$ cat config.mk
export PLATFORM = sky130hd
export DESIGN_NAME = ddr_cmd_decode
export DESIGN_NICKNAME = d
export VERILOG_FILES = /design/src/rtl/ddr_cmd_decode.sv
export SDC_FILE = /design/constraint.sdc
export NUM_CORES = 1
export LEC_CHECK = 0
export ABC_CLOCK_PERIOD_IN_PS = 8430
export BUFFER_PORTS_ARGS = -buffer_cell sky130_fd_sc_hd__buf_2
export CAP_MARGIN = 20
export CORE_AREA = 5 5 204 285
export CTS_CLUSTER_DIAMETER = 60
export DETAILED_ROUTE_END_ITERATION = 6
export DIE_AREA = 0 0 209 290
export PLACE_DENSITY_LB_ADDON = 0.2
export SYNTH_ARGS = -nofsm -noshare
export SYNTH_HDL_FRONTEND = slang
export SYNTH_SLANG_ARGS = --single-unit
$ cat constraint.sdc
create_clock -name clk -period 8.43 [get_ports clk]
set_input_delay 1.2645 -clock clk [delete_from_list [all_inputs] [get_ports clk]]
set_output_delay 1.2645 -clock clk [all_outputs]
set_load 0.02 [all_outputs]
$ cat src/rtl/ddr_cmd_decode.sv
// DDR command decoder: per-bank open/row/tRCD tracking, legality checks and
// burst beat generation with BL-aligned column wrap.
module ddr_cmd_decode #(
  parameter int BGWIDTH   = 2,
  parameter int BAWIDTH   = 2,
  parameter int ADDRWIDTH = 17,
  parameter int COLWIDTH  = 10,
  parameter int BL        = 8,
  parameter int TRCD      = 4,
  localparam int BANKGROUPS    = 2**BGWIDTH,
  localparam int BANKSPERGROUP = 2**BAWIDTH,
  localparam int NB            = 2**(BGWIDTH+BAWIDTH)
) (
  input  logic                                                     clk,
  input  logic                                                     reset,
  input  logic                                                     cmd_valid,
  input  logic [2:0]                                               cmd,
  input  logic [BGWIDTH-1:0]                                       bg,
  input  logic [BAWIDTH-1:0]                                       ba,
  input  logic [ADDRWIDTH-1:0]                                     addr,
  output logic [BANKGROUPS-1:0][BANKSPERGROUP-1:0]                 rd_o_wr,
  output logic [BANKGROUPS-1:0][BANKSPERGROUP-1:0][ADDRWIDTH-1:0]  row,
  output logic [BANKGROUPS-1:0][BANKSPERGROUP-1:0][COLWIDTH-1:0]   column,
  output logic [BANKGROUPS-1:0][BANKSPERGROUP-1:0]                 beat_valid,
  output logic [NB-1:0]                                            bank_open,
  output logic                                                     busy,
  output logic                                                     cmd_err
);

  localparam int BW   = BGWIDTH + BAWIDTH;
  localparam int CNTW = $clog2(BL + 1);
  localparam int TW   = (TRCD > 1) ? $clog2(TRCD) : 1;
  localparam logic [COLWIDTH-1:0] BL_MASK   = COLWIDTH'(BL - 1);
  localparam logic [TW-1:0]       TRCD_LOAD = TW'(TRCD - 1);
  localparam logic [CNTW-1:0]     LAST_CNT  = CNTW'(BL - 1);

  localparam logic [2:0] CMD_NOP  = 3'd0;
  localparam logic [2:0] CMD_ACT  = 3'd1;
  localparam logic [2:0] CMD_RD   = 3'd2;
  localparam logic [2:0] CMD_WR   = 3'd3;
  localparam logic [2:0] CMD_PRE  = 3'd4;
  localparam logic [2:0] CMD_PREA = 3'd5;
  localparam logic [2:0] CMD_REF  = 3'd6;

  // B_IDLE: no burst | B_RD: read beats | B_WR: write beats
  typedef enum logic [1:0] {B_IDLE, B_RD, B_WR} burst_t;

  burst_t                          state_q, state_d;
  logic [CNTW-1:0]                 cnt_q, cnt_d;
  logic [BW-1:0]                   bank_q, bank_d;
  logic [NB-1:0]                   open_q, open_d;
  logic [NB-1:0][TW-1:0]           trcd_q, trcd_d;
  logic [NB-1:0][ADDRWIDTH-1:0]    row_q, row_d;
  logic [NB-1:0][COLWIDTH-1:0]     col_q, col_d;
  logic [NB-1:0]                   beat_q, beat_d;
  logic [NB-1:0]                   wr_q, wr_d;
  logic                            err_q, err_d;

  logic [BW-1:0] b;
  logic          busy_w, last_beat, legal;
  logic          act_go, rdwr_go, pre_go, prea_go;

  assign b = {bg, ba};

  always_ff @(posedge clk) begin
    if (reset) begin
      state_q <= B_IDLE;
      cnt_q   <= '0;
      bank_q  <= '0;
      open_q  <= '0;
      trcd_q  <= '0;
      row_q   <= '0;
      col_q   <= '0;
      beat_q  <= '0;
      wr_q    <= '0;
      err_q   <= 1'b0;
    end else begin
      state_q <= state_d;
      cnt_q   <= cnt_d;
      bank_q  <= bank_d;
      open_q  <= open_d;
      trcd_q  <= trcd_d;
      row_q   <= row_d;
      col_q   <= col_d;
      beat_q  <= beat_d;
      wr_q    <= wr_d;
      err_q   <= err_d;
    end
  end

  always_comb begin
    legal = 1'b0;
    case (cmd)
      CMD_NOP:        legal = 1'b1;
      CMD_ACT:        legal = !open_q[b];
      CMD_RD, CMD_WR: legal = open_q[b] && (trcd_q[b] == '0) && (!busy_w || last_beat);
      CMD_PRE:        legal = !(open_q[b] && busy_w && (bank_q == b));
      CMD_PREA:       legal = !busy_w;
      CMD_REF:        legal = (open_q == '0) && !busy_w;
      default:        legal = 1'b0;
    endcase
    act_go  = cmd_valid && legal && (cmd == CMD_ACT);
    rdwr_go = cmd_valid && legal && ((cmd == CMD_RD) || (cmd == CMD_WR));
    pre_go  = cmd_valid && legal && (cmd == CMD_PRE);
    prea_go = cmd_valid && legal && (cmd == CMD_PREA);
    err_d   = cmd_valid && (cmd != CMD_NOP) && !legal;
  end

  // Next-state: a legal RD/WR is only accepted when idle or on the final beat.
  always_comb begin
    state_d = state_q;
    case (state_q)
      B_IDLE: if (rdwr_go) state_d = (cmd == CMD_WR) ? B_WR : B_RD;
      default: begin
        if (rdwr_go)        state_d = (cmd == CMD_WR) ? B_WR : B_RD;
        else if (last_beat) state_d = B_IDLE;
      end
    endcase
  end

  always_comb begin
    busy_w    = (state_q != B_IDLE);
    last_beat = busy_w && (cnt_q == LAST_CNT);
    beat_d    = '0;
    wr_d      = '0;
    if (state_d != B_IDLE) begin
      beat_d[bank_d] = 1'b1;
      wr_d[bank_d]   = (state_d == B_WR);
    end
  end

  always_comb begin
    bank_d = rdwr_go ? b : bank_q;
    cnt_d  = '0;
    if (!rdwr_go && busy_w && !last_beat) cnt_d = cnt_q + CNTW'(1);
    col_d = col_q;
    if (rdwr_go)
      col_d[b] = addr[COLWIDTH-1:0];
    else if (busy_w && !last_beat)
      col_d[bank_q] = (col_q[bank_q] & ~BL_MASK) | ((col_q[bank_q] + COLWIDTH'(1)) & BL_MASK);
    open_d = open_q;
    row_d  = row_q;
    for (int i = 0; i < NB; i++)
      trcd_d[i] = (trcd_q[i] != '0) ? trcd_q[i] - TW'(1) : '0;
    if (act_go) begin
      open_d[b] = 1'b1;
      row_d[b]  = addr;
      trcd_d[b] = TRCD_LOAD;
    end
    if (pre_go)  open_d[b] = 1'b0;
    if (prea_go) open_d    = '0;
  end

  assign rd_o_wr    = wr_q;
  assign beat_valid = beat_q;
  assign row        = row_q;
  assign column     = col_q;
  assign bank_open  = open_q;
  assign busy       = busy_w;
  assign cmd_err    = err_q;

endmodule

; Word level (Yosys, flattened, before mapping)
; Cells that the tools add are included.
[word_totals]
regBits = 523
latchBits = 0
ram_bits = 0
mem_bits_ro = 0
in_bits = 27
out_inout_bits = 482
word_cells = 200
n_memories = 0
[op_classes]
addsub = 18
mul = 0
div_mod_pow = 0
order_cmp = 6
n_eq_ne = 9
shift = 0
n_mux = 49
bitwise_logic = 8
reduce_logical = 55
[op_table]
columns = op, n
row1 = 160-bit bitwise mux, 2
row2 = 160-bit two-way mux, 2
row3 = 272-bit bitwise mux, 1
row4 = 10-bit demux with 4-bit select, 2
row5 = 17-bit demux with 4-bit select, 1
row6 = 2-bit two-way mux, 23
row7 = 10-bit binary-select mux with 4-bit select, 1
row8 = 2-bit nonzero test, 19
row9 = 16-bit AND, 2
row10 = 16-bit two-way mux, 2
row11 = 32-bit two-way mux, 1
row12 = 32-bit bitwise OR, 1
row13 = 2-bit by 1-bit subtractor with 2-bit output (second input constant), 16
row14 = 10-bit two-way mux, 3
row15 = 1-bit logical AND, 19
row16 = 17-bit two-way mux, 1
row17 = 16-bit zero test, 1
row18 = 16-bit NOT, 1
row19 = 16-bit bitwise OR, 1
row20 = 4-bit by 5-bit < comparator with 1-bit output (second input constant), 3
row21 = 4-bit by 1-bit >= comparator with 1-bit output (second input constant), 3
row22 = 10-bit by 3-bit bitwise OR with 10-bit output, 1
row23 = 3-bit equality test (second input constant), 3
row24 = 2-bit binary-select mux with 4-bit select, 1
row25 = 20 further kinds, 35

; Logic depth before layout (Yosys ltp)
[logic_depth]
depth_word = 14
mapped_depth = 11
mapped_depth_nobuf = 8

; Worst setup path before layout
; Ideal clock, no wire load.
[synth_timing]
kind = in2reg
start = input ba[0]
end = register open_q[6] (netlist: bank_open[6])
setup_time_ps = 150
t_arrival_ps = 3465
required_time_ps = 8280
path_slack_ps = 4815
path_stages = 9
cell_sequence = buf_4 mux4_2 a22o_1 a211o_1 o22ai_4 buf_6 o21a_2 buf_4 a221oi_1
[synth_between]
elab_chain_len = 11
elab_cells_between_ends = 28
[synth_lines]
columns = item, line
row1 = from (decl), 19  ; input logic [BAWIDTH-1:0] ba,
row2 = 2-bit binary-select mux with 4-bit select or 1-bit binary-select mux with 4-bit select (tied branches), "96, 95, 97"
row3 = 2-bit two-way mux (not written as such) or 1-bit two-way mux (tied branches), "96, 95, 97"
row4 = 2-bit zero test or 1-bit logical AND (tied branches), "96, 97"
row5 = 1-bit logical AND (on tied branches), "96, 97"
row6 = 1-bit logical AND or 1-bit zero test (tied branches), "96, 97"
row7 = 1-bit one-hot mux with 6 select lines, 93  ; case (cmd)
row8 = 1-bit logical AND, "102, 104, 105"
row9 = 1-bit logical AND, 102  ; act_go = cmd_valid && legal && (cmd == CMD_ACT);
row10 = 16-bit two-way mux, 145  ; if (act_go) begin
row11 = 16-bit AND (no source line), --
row12 = 16-bit two-way mux, 150  ; if (pre_go) open_d[b] = 1'b0;
row13 = to (signal assigned), 81  ; open_q <= open_d;
row14 = to (decl), 51  ; logic [NB-1:0] open_q, open_d;
; Several ways; a longest one is shown, not always the timed one. The select of a mux whose other input is x is not followed.
; A chain may end at the register's enable or synchronous reset.

; Worst setup path after layout
[layout_timing]
start = input ba[0]
end = register col_q (netlist bit column[86])
[layout_between]
elab_chain_len = 9
elab_cells_between_ends = 23
[layout_lines]
columns = item, line
row1 = 2-bit binary-select mux with 4-bit select or 1-bit binary-select mux with 4-bit select (tied branches), "96, 95, 97"
row2 = 2-bit two-way mux (not written as such) or 1-bit two-way mux (tied branches), "96, 95, 97"
row3 = 2-bit zero test or 1-bit logical AND (tied branches), "96, 97"
row4 = 1-bit logical AND (on tied branches), "96, 97"
row5 = 1-bit logical AND or 1-bit zero test (tied branches), "96, 97"
row6 = 1-bit one-hot mux with 6 select lines, 93
row7 = 1-bit logical AND (2 in series), 103  ; rdwr_go = cmd_valid && legal && ((cmd == CMD_RD) || (cmd == CMD_WR));
row8 = 160-bit two-way mux or 2-bit nonzero test (tied branches), --
row9 = to (signal assigned), 84  ; col_q <= col_d;
row10 = to (decl), 54  ; logic [NB-1:0][COLWIDTH-1:0] col_q, col_d;
; Several ways; a longest one is shown, not always the timed one. The select of a mux whose other input is x is not followed.

==> flow_metrics.tcl <==
set metrics [dict create \
    critPathLaunch "ba[0]" \
    cp-endpoint "column[86]" \
    gp_congestion 0.9138 \
    drtAntennaViolNets 0 \
    placementRows 102 \
    grt_pass1_wl_microns 130700 \
    final_area_sq_um 26530 \
    place_hpwl_microns 64900 \
    first_iter_violations 1935 \
    cts_setup_buffers 0 \
    pin_count 509 \
    post-route-period-util_pct 53.49 \
    ctsHoldBuffers 0 \
    relSlewSlack_pct 23.85 \
    max_freq_ghz 0.2218 \
    cts_max_path_buffers 3 \
    cp.arrival_ns 5.03 \
    ir_worst_vdd_uv 151.7 \
    worstMarginPinSlew_ns 1.138 \
    dr.pass1.iters 7 \
    ys_types 64 \
    io_buffers 508 \
    htree_levels 2 \
    synth-seq-cells 523 \
    min_period_ns 4.509 \
    clock_skew_ns 0.01680 \
    area_delta_synth_final_pct 21.80 \
    end_kind "flip-flop" \
    wirelength_microns 89970 \
    cts.sinks 523 \
    async_reset_ff_share_pct 0 \
    wl_per_cell_microns 26.41 \
    vias 19980 \
    nets 2667 \
    cts.clk_slew.worst_paths_ns 0.06 \
    p_leak_nw 12.38 \
    ys_seq_area_share_pct 48.07 \
    core-area_sq_um 55130 \
    placed_area_sq_um 24660 \
    drc 0 \
    synthCells 2254 \
    clock_latency_ns 0.61 \
    synth_area_per_cell_sq_um 9.664 \
    initial_core_util_pct 39.51 \
    die_area_sq_um 60610 \
    synth_edf_count 0 \
    grt_pass1_vias 19580 \
    worst-r2r-setup-slack_ns 4.55 \
    crit_fanout 77 \
    syn_area_sq_um 21780 \
    ys_warn_count 0 \
    crit_type "primary input to flip-flop" \
    overflow 0 \
    critical_path_required_ns 8.95 \
    setup_violations 0 \
    fp.dieW_microns 209 \
    r2r-end "column[86]" \
    tritoncts "yes" \
    fp.dieH_microns 290 \
    ys.flop_type "dfxtp_1" \
    grt_start_max_net_pins 119 \
    drive_gt1_share_pct 27.44 \
    start_kind "primary input" \
    hold_viol 0 \
    grt_setup_unrepaired "false" \
    vias_per_cell 5.863 \
    hold_depth 2 \
    numCtsBuffers 51 \
    p_per_area_nw_per_um2 191.7 \
    antenna_found_initial 7 \
    maxCapViolCount 0 \
    reg2reg_from "state_q[1]" \
    reg2regPathDepth 9 \
    root_buffer "clkbuf_16" \
    cts_resized 0 \
    grt_usage_pct 27.92 \
    fin_util_pct 48.12 \
    slew_viol_final 0 \
    syn_nets 2283 \
    tns_ns 0 \
    status "finished, final reports clean" \
    hold_path.class "flip-flop to flip-flop" \
]
[flip-flops by register name, indices dropped and copies added (netlist names), 4 cells and up]
name and flops:
rd_o_wr 16, cnt_q 4, beat_valid 16, row 272, trcd_q 32, column 160
bank_open 16, bank_q 4
[synthesized netlist by cell type (all sizes together), types with 8 or more instances]
| cell | instances | area [sq um] |
|---|---|---|
| and3 | 9 | 56.30 |
| mux2i | 278 | 2783 |
| nand3 | 160 | 805.8 |
| nand4 | 19 | 125.1 |
| o31ai | 12 | 90.09 |
| inv | 26 | 97.59 |
| a31oi | 34 | 219.0 |
| nand2 | 350 | 1314 |
| dfxtp | 523 | 10470 |
| nor2 | 113 | 424.2 |
| a21oi | 168 | 840.8 |
| a221oi | 17 | 205.2 |
| buf | 66 | 349.1 |
| o21ai | 13 | 65.06 |
| nand2b | 22 | 137.6 |
| nor3 | 22 | 110.1 |
| clkbuf | 156 | 585.6 |
| and2 | 8 | 50.05 |
| a32oi | 103 | 902.1 |
| o211ai | 18 | 175.2 |
| mux4 | 57 | 1284 |
[critical path, cell delays in order]
cell,delay [ns]
buf_2,0.49
mux4_2,0.57
a22o_1,0.31
a211o_1,0.38
nor3_2,0.19
buf_4,0.55
buf_4,0.77
a32oi_1,0.21
a21oi_1,0.20
[per-layer routing]
layer  wire (microns)  part of all wire (%)  vias up  GRT usage [%]
li1                 -                     -     8887              -
met1            31960                    36     9665          30.79
met2            43310                    48     1140          47.66
met3             8456                   9.4      280          8.061
met4             6215                   6.9        4          16.40
met5               27                 0.030        -              0
[power breakdown]
part	switching [mW]	internal, mW
registers	0.00192	2.47
clock network	0.994	1.42
logic	0.162	0.0353
total	1.16	3.93
[worst min-delay path by stage]
| stage | startpoint | endpoint | slack, ns |
|---|---|---|---|
| 2_1_floorplan | cnt_q[0] | cnt_q[0] | 0.43 |
| 3_3_place_gp | row[65] | row[65] | 0.44 |
| 3_5_place_dp | row[207] | row[207] | 0.45 |
| 4_1_cts | row[215] | row[215] | 0.46 |
| 5_1_grt | row[100] | row[100] | 0.48 |
| 6_report | row[215] | row[215] | 0.45 |
[metrics by stage]
step,worst slack [ns],instances,hold slack [ns],total power [mW]
3_3_place_gp,3.448,3304,0.4427,2.718
2_1_floorplan,4.815,2254,0.4332,2.648
3_5_place_dp,3.389,3308,0.4465,2.721
6_report,3.921,3407,0.4530,5.086
5_1_grt,3.703,3406,0.4754,5.240
4_1_cts,3.994,3398,0.4585,5.122
[layout by cell type, fill, tap and decap left out, types with 10 or more instances in the layout]
| cell type | instances |
|---|---|
| clkbuf_1 | 12 |
| nand2_1 | 350 |
| nand2b_1 | 22 |
| nand3_1 | 159 |
| mux4_2 | 57 |
| o31ai_1 | 12 |
| o211ai_1 | 10 |
| dfxtp_1 | 521 |
| inv_1 | 25 |
| a21oi_1 | 168 |
| mux2i_1 | 278 |
| nand4_1 | 18 |
| buf_2 | 507 |
| o21ai_0 | 10 |
| nor3_1 | 19 |
| clkbuf_8 | 14 |
| clkbuf_16 | 51 |
| a32oi_1 | 103 |
| nor2_1 | 113 |
| a31oi_1 | 33 |
| buf_4 | 38 |
[cell type report]
cell class              instances  area (sq um)
diodes                          4         10.01
clock buffers                  77          1514
clock inverters                13         234.0
fillers                      5294         28600
inverters                      26         105.1
multi-input cells            1483         10320
flip-flops and latches        523         10470
well taps                     728         910.9
repair buffers                553          2969
[kinds of logic (layout without fill, tap and decap cells)]
group / Yosys count / in the layout / share of synthesized area (%)
simple gates: 732 / 732 / 14.81
flops: 523 / 523 / 48.07
compound gates: 406 / 406 / 13.26
buf+inv: 248 / 669 / 4.739
xor+xnor: 7 / 7 / 0.2815
other cells: 0 / 4 / 0
fa+ha+maj: 2 / 2 / 0.1149
mux: 336 / 336 / 18.72
No activity file was read; power rests on OpenSTA's default activity.
